## config.mk

```make
export PLATFORM = sky130hd
export DESIGN_NAME = rucksack_priority_engine
export DESIGN_NICKNAME = d
export VERILOG_FILES = /design/src/rtl/rucksack_priority_engine.sv
export SDC_FILE = /design/constraint.sdc
export NUM_CORES = 2
export LEC_CHECK = 0
export ABC_AREA = 1
export CORE_MARGIN = 2
export CORE_UTILIZATION = 30
export DETAILED_ROUTE_END_ITERATION = 10
export PLACE_DENSITY_LB_ADDON = 0.15
export SLEW_MARGIN = 20
export SYNTH_ARGS = -nofsm -noshare
export SYNTH_HDL_FRONTEND = slang
export SYNTH_SLANG_ARGS = --single-unit
```

## constraint.sdc

```tcl
create_clock -name clk -period 17.05 [get_ports clk]
set_input_delay 5.115 -clock clk [delete_from_list [all_inputs] [get_ports clk]]
set_output_delay 5.115 -clock clk [all_outputs]
set_load 0.02 [all_outputs]
```

## src/rtl/rucksack_priority_engine.sv

```systemverilog
// Purpose: scores item streams by the highest item type common to both halves
//          of a line (mode 0) or to all lines of a group (mode 1), summing results.
// Latency: mode 0 line costs len SPLIT cycles + 1 SCORE cycle after its EOL;
//          mode 1 group costs 1 SCORE cycle after the group's last EOL.
// Backpressure: in_ready is high only in FILL; items wait while SPLIT/SCORE run.
//
// Ports:
//   clk, rst                 clock, asynchronous active-high reset
//   start, mode              begin a run (honoured in IDLE/DONE), mode latched on start
//   in_data/in_valid/in_ready item stream, code 0 = end of line
//   sum, lines               running score and count of non-empty lines
//   done, busy               run finished / run in progress
//   err_*                    sticky error flags, cleared on start or reset
module rucksack_priority_engine #(
    parameter int NUM_TYPES = 64,
    parameter int ITEM_W    = 8,
    parameter int MAX_LEN   = 256,
    parameter int GROUP_N   = 3,
    parameter int SUM_W     = 32
) (
    input  logic              clk,
    input  logic              rst,
    input  logic              start,
    input  logic              mode,
    input  logic [ITEM_W-1:0] in_data,
    input  logic              in_valid,
    output logic              in_ready,
    output logic [SUM_W-1:0]  sum,
    output logic              done,
    output logic              busy,
    output logic [15:0]       lines,
    output logic              err_odd,
    output logic              err_overflow,
    output logic              err_range,
    output logic              err_nocommon,
    output logic              err_partial
);
    localparam int IW = (NUM_TYPES > 1) ? $clog2(NUM_TYPES) : 1;
    localparam int LW = $clog2(MAX_LEN + 1);
    localparam int AW = (MAX_LEN > 1) ? $clog2(MAX_LEN) : 1;
    localparam int GW = (GROUP_N > 1) ? $clog2(GROUP_N) : 1;

    typedef enum logic [2:0] {IDLE, FILL, SPLIT, SCORE, DONE} state_t;

    state_t               state, state_nx;
    logic                 mode_r;
    logic [LW-1:0]        len, idx, half;
    logic [NUM_TYPES-1:0] mask_a, mask_b, line_mask, group_mask, common;
    logic [GW-1:0]        grp_cnt;
    logic [IW-1:0]        line_buf [MAX_LEN];
    logic [IW-1:0]        code, rd_code, hi;
    logic                 xfer, is_eol, in_range, len_full, grp_last;

    assign in_ready = (state == FILL);
    assign busy     = (state == FILL) || (state == SPLIT) || (state == SCORE);
    assign done     = (state == DONE);
    assign xfer     = in_valid && in_ready;
    assign is_eol   = (in_data == '0);
    assign in_range = (int'(in_data) < NUM_TYPES);
    assign code     = in_data[IW-1:0];
    assign len_full = (len == LW'(MAX_LEN));
    assign grp_last = (grp_cnt == GW'(GROUP_N - 1));
    assign half     = len >> 1;
    assign rd_code  = line_buf[idx[AW-1:0]];

    // Highest common type; the loop lets later (higher) bits overwrite lower ones.
    always_comb begin
        common = mode_r ? group_mask : (mask_a & mask_b);
        hi     = '0;
        for (int i = 0; i < NUM_TYPES; i++) begin
            if (common[i]) hi = IW'(i);
        end
    end

    always_ff @(posedge clk or posedge rst) begin
        if (rst) state <= IDLE;
        else     state <= state_nx;
    end

    always_comb begin
        state_nx = state;
        case (state)
            IDLE, DONE: if (start) state_nx = FILL;
            FILL: begin
                if (xfer && is_eol) begin
                    if (len == '0)    state_nx = DONE;
                    else if (!mode_r) state_nx = SPLIT;
                    else if (grp_last) state_nx = SCORE;
                end
            end
            SPLIT:   if (idx == len - LW'(1)) state_nx = SCORE;
            SCORE:   state_nx = FILL;
            default: state_nx = IDLE;
        endcase
    end

    // Line buffer holds only mode-0 items; it needs no reset.
    always_ff @(posedge clk) begin
        if (state == FILL && xfer && !is_eol && in_range && !mode_r && !len_full)
            line_buf[len[AW-1:0]] <= code;
    end

    always_ff @(posedge clk or posedge rst) begin
        if (rst) begin
            mode_r       <= 1'b0;
            len          <= '0;
            idx          <= '0;
            mask_a       <= '0;
            mask_b       <= '0;
            line_mask    <= '0;
            group_mask   <= '0;
            grp_cnt      <= '0;
            sum          <= '0;
            lines        <= '0;
            err_odd      <= 1'b0;
            err_overflow <= 1'b0;
            err_range    <= 1'b0;
            err_nocommon <= 1'b0;
            err_partial  <= 1'b0;
        end else begin
            case (state)
                IDLE, DONE: begin
                    if (start) begin
                        mode_r       <= mode;
                        len          <= '0;
                        idx          <= '0;
                        mask_a       <= '0;
                        mask_b       <= '0;
                        line_mask    <= '0;
                        group_mask   <= '0;
                        grp_cnt      <= '0;
                        sum          <= '0;
                        lines        <= '0;
                        err_odd      <= 1'b0;
                        err_overflow <= 1'b0;
                        err_range    <= 1'b0;
                        err_nocommon <= 1'b0;
                        err_partial  <= 1'b0;
                    end
                end
                FILL: begin
                    if (xfer) begin
                        if (is_eol) begin
                            if (len != '0) begin
                                if (lines != 16'hFFFF) lines <= lines + 16'd1;
                                idx <= '0;
                                if (!mode_r) begin
                                    if (len[0]) err_odd <= 1'b1;
                                end else begin
                                    group_mask <= (grp_cnt == '0) ? line_mask
                                                                  : (group_mask & line_mask);
                                    line_mask  <= '0;
                                    len        <= '0;
                                    grp_cnt    <= grp_last ? '0 : grp_cnt + GW'(1);
                                end
                            end else if (mode_r && grp_cnt != '0) begin
                                // Run ended inside an incomplete group: it scores nothing.
                                err_partial <= 1'b1;
                            end
                        end else if (!in_range) begin
                            err_range <= 1'b1;
                        end else if (!mode_r) begin
                            if (len_full) err_overflow <= 1'b1;
                            else          len <= len + LW'(1);
                        end else begin
                            // Mode 1 keeps len only to tell empty lines apart.
                            line_mask[code] <= 1'b1;
                            if (!len_full) len <= len + LW'(1);
                        end
                    end
                end
                SPLIT: begin
                    if (idx < half) mask_a[rd_code] <= 1'b1;
                    else            mask_b[rd_code] <= 1'b1;
                    idx <= idx + LW'(1);
                end
                SCORE: begin
                    sum <= sum + SUM_W'(hi);
                    if (common == '0) err_nocommon <= 1'b1;
                    mask_a     <= '0;
                    mask_b     <= '0;
                    group_mask <= '0;
                    len        <= '0;
                    idx        <= '0;
                end
                default: ;
            endcase
        end
    end
endmodule

```

==> out/metrics.yaml <==
die:
  die_w_um: 511
  core-area_um2: 255000
  dieArea_um2: 261000
  start_util: 0.302
  fp.dieH_um: 511
  num_io_pins: 69
  rows: 185
yosys:
  synthFlopType: "edfxtp_1"
  avgSynthCellArea_um2: 11.5
  netlist_top_cells_count: "1536 x edfxtp_1, 1177 x nor2_1, 710 x nand2_1"
  syn-instance-count: 6694
  synth-edff-count: 1536
  syn_nets: 6728
  ys_seq_elements: 1869
  yosysWarnings: 0
  syn_area_um2: 77000
  synth_top_area_frac: 0.599
  synth_area_leaders: "edfxtp_1 60%, dfrtp_1 11%, nor2_1 5.7%"
  synth_most_common_cell: "edfxtp_1"
  ys_seq_area_frac: 0.707
  netlist-cell-type-count: 59
  synth_area_leader_cell: "edfxtp_1"
  async_reset_ff_frac: 0.178
global_routing:
  grt_pass1_vias: 52100
  gr-usage-all-layers: 0.189
  grt_max_degree: 162
  grt_pass1_wl_um: 365000
  antenna_found_initial: 8
  gr-total-overflow: 0
routing:
  vias_per_cell: 5.20
  wl_per_cell_um: 24.5
  drtIter0Drc: 5032
  drt_wl_total_um: 249000
  antenna_left: 0
  drc: 0
  vias: 53000
  drt_first_pass_iters: 6
cells_and_area:
  fill_cells: 25300
  nNetsFinal: 6668
  drive_gt1_frac: 0.0730
  area_delta_synth_final_pct: 14.2
critical_path:
  rr_startpoint: "mode_r$_DFFE_PP0P_"
  crit_fanout: 16
  cp_data_arrival_time_ns: 9.37
  required_ns: 17.50
  reg2reg_depth: 79
  r2r_end: "sum[26]$_DFFE_PP0P_"
  start_kind: "input port"
  critPathKind: "input port to flop"
  reg2reg_slack_ns: 8.78
  cp-end-kind: "flop"
sta:
  clock_skew_ns: 0.0723
  worst_pin_slew_ns: 1.22
  min_period_ns: 8.92
  slew_viol_final: 0
  whs_ns: 0.486
  min_period_over_period: 0.523
  maxSlewHeadroom: 0.183
  rsz0062_at_grt: "no"
  fmax_mhz: 112
  setup_viol: 0
  fin_setup_tns_ns: 0
  final_hold_viol_count: 0
power_and_ir_drop:
  switching_share: 0.402
  peakVddDrop_uv: 123
  p_comb_frac: 0.345
  p_switching_mw: 6.01
  seqPwrFrac: 0.362
  p_leak_nw: 29.6
  p_per_area_nw_per_um2: 170
  p_clk_frac: 0.293
  intPower_mw: 8.93
placed_design:
  place_hpwl_um: 144000
  port_buffers: 68
  routabilityCongestion: 0.810
clock_tree:
  ctsLongestPathBuffers: 3
  clock_latency_ns: 0.87
  cts_tree: "built"
  cts_buffers: 204
  cts_sinks: 1869
  post_cts_buffers: 0
  cts_resized: 0
  cts_root_buf: "clkbuf_16"
  hold_buffers: 0
  cts.htree.levels: 4
  clk_pin_slew_ns: 0.06
worst_hold_path:
  whs_path_depth: 2
  min_to: "group_mask[4]$_DFFE_PP0P_"
  hp-start: "line_mask[4]$_DFFE_PP0P_"
  min_path_type: "flop to flop"
job:
  maxCapViolCount: 0
run_status:
  outcome: "finished, final reports clean"
## flip-flops by register name, indices dropped and copies added (netlist names), 2 cells and up
register    flops
idx             9
line_mask      64
lines          16
sum            32
mask_b         64
mask_a         64
grp_cnt         2
line_buf     1536
len             9
group_mask     64
state           3
## worst max path at each step
stage	from	to
final	in_data[7]	line_buf[145][0]$_DFFE_PP_
after global placement	in_data[7]	line_buf[136][2]$_DFFE_PP_
after CTS	in_data[7]	line_buf[145][4]$_DFFE_PP_
after detailed placement	in_data[7]	line_buf[133][5]$_DFFE_PP_
after floorplan	rst	err_nocommon$_DFFE_PP0P_
after global routing	mode_r$_DFFE_PP0P_	sum[20]$_DFFE_PP0P_
## critical path, cell delays in order
cell,delay [ns]
clkdlybuf4s50_1,0.40
nor2_1,0.35
inv_1,0.12
nor2_1,0.15
nand3_1,0.12
nor2_1,0.29
buf_4,0.28
inv_2,0.06
nor3_2,0.91
nand2_1,0.88
nor2_1,0.66
## stage by stage
step	cell area [um2]	util	setup WS, ns	power [mW]	cells
final	87900	0.345	8.13	14.9	10200
after global routing	87900	0.345	7.50	15.7	10200
after CTS	87900	0.345	8.26	15.1	10200
after detailed placement	81300	0.319	7.35	10.7	9794
after global placement	81300	0.319	7.38	10.7	9794
after floorplan	77000	-	2.71	8.55	6694
## metal layers
metal / up-vias / share of wire / routed length, um / track usage
met5: - / 0 / 0 / 0
met4: 0 / 0.022 / 5400 / 0.0487
met3: 315 / 0.056 / 14000 / 0.0265
met2: 1623 / 0.46 / 115000 / 0.299
met1: 26900 / 0.46 / 115000 / 0.271
li1: 24100 / - / - / -
## power by group through the flow
stage	sequential, mW	clock (mW)	combinational (mW)
3_5_place_dp	5.50	0	5.17
4_1_cts	5.41	4.47	5.18
5_1_grt	5.44	4.65	5.62
2_1_floorplan	5.38	0	3.17
3_3_place_gp	5.50	0	5.17
6_report	5.41	4.37	5.15
## cell usage in the layout, fill, tap and decap left out, types with 7 or more instances in the layout
cell type           n
edfxtp_1         1536
nor2_1           1171
nand2_1           701
a21oi_1           509
o21ai_0           402
o21ai_1           360
dfrtp_1           328
inv_1             253
clkbuf_16         205
o22ai_1           200
nand3_1           184
o221ai_1          136
buf_4             109
clkdlybuf4s50_1    62
nor3_1             52
clkinv_1           51
clkbuf_1           50
o211ai_1           43
nor4_1             42
a22oi_1            41
nand4_1            39
clkinv_2           39
a31oi_1            33
inv_2              26
ha_1               20
o311ai_1           15
o31ai_1            14
bufinv_16          12
a221oi_1           11
clkbuf_8           11
xor2_1             10
nand2_2             9
nand3_2             9
inv_6               8
buf_12              8
clkinv_4            7
## cells by family (layout without fill, tap and decap cells)
group / Yosys count / in the layout / share of synthesized area
compound gates: 1800 / 1800 / 0.134
fa+ha+maj: 21 / 21 / 0.00351
mux: 3 / 3 / 0.000390
flops: 1869 / 1869 / 0.707
buf+inv: 755 / 871 / 0.0374
simple gates: 2234 / 2234 / 0.116
other cells: 0 / 6 / 0
xor+xnor: 12 / 12 / 0.00137
## layout make-up
type / instances / area [um2] / area share
Sequential cell: 1869 / 54500 / 0.619
Tap cell: 3366 / 4210 / 0.0479
Antenna cell: 6 / 15.0 / 0.000171
Clock buffer: 266 / 5470 / 0.0622
Clock inverter: 116 / 1140 / 0.0130
Timing Repair Buffer: 185 / 1690 / 0.0192
Multi-Input combinational cell: 4070 / 19800 / 0.225
Inverter: 304 / 1180 / 0.0134
(Power assumes the default switching activity.)
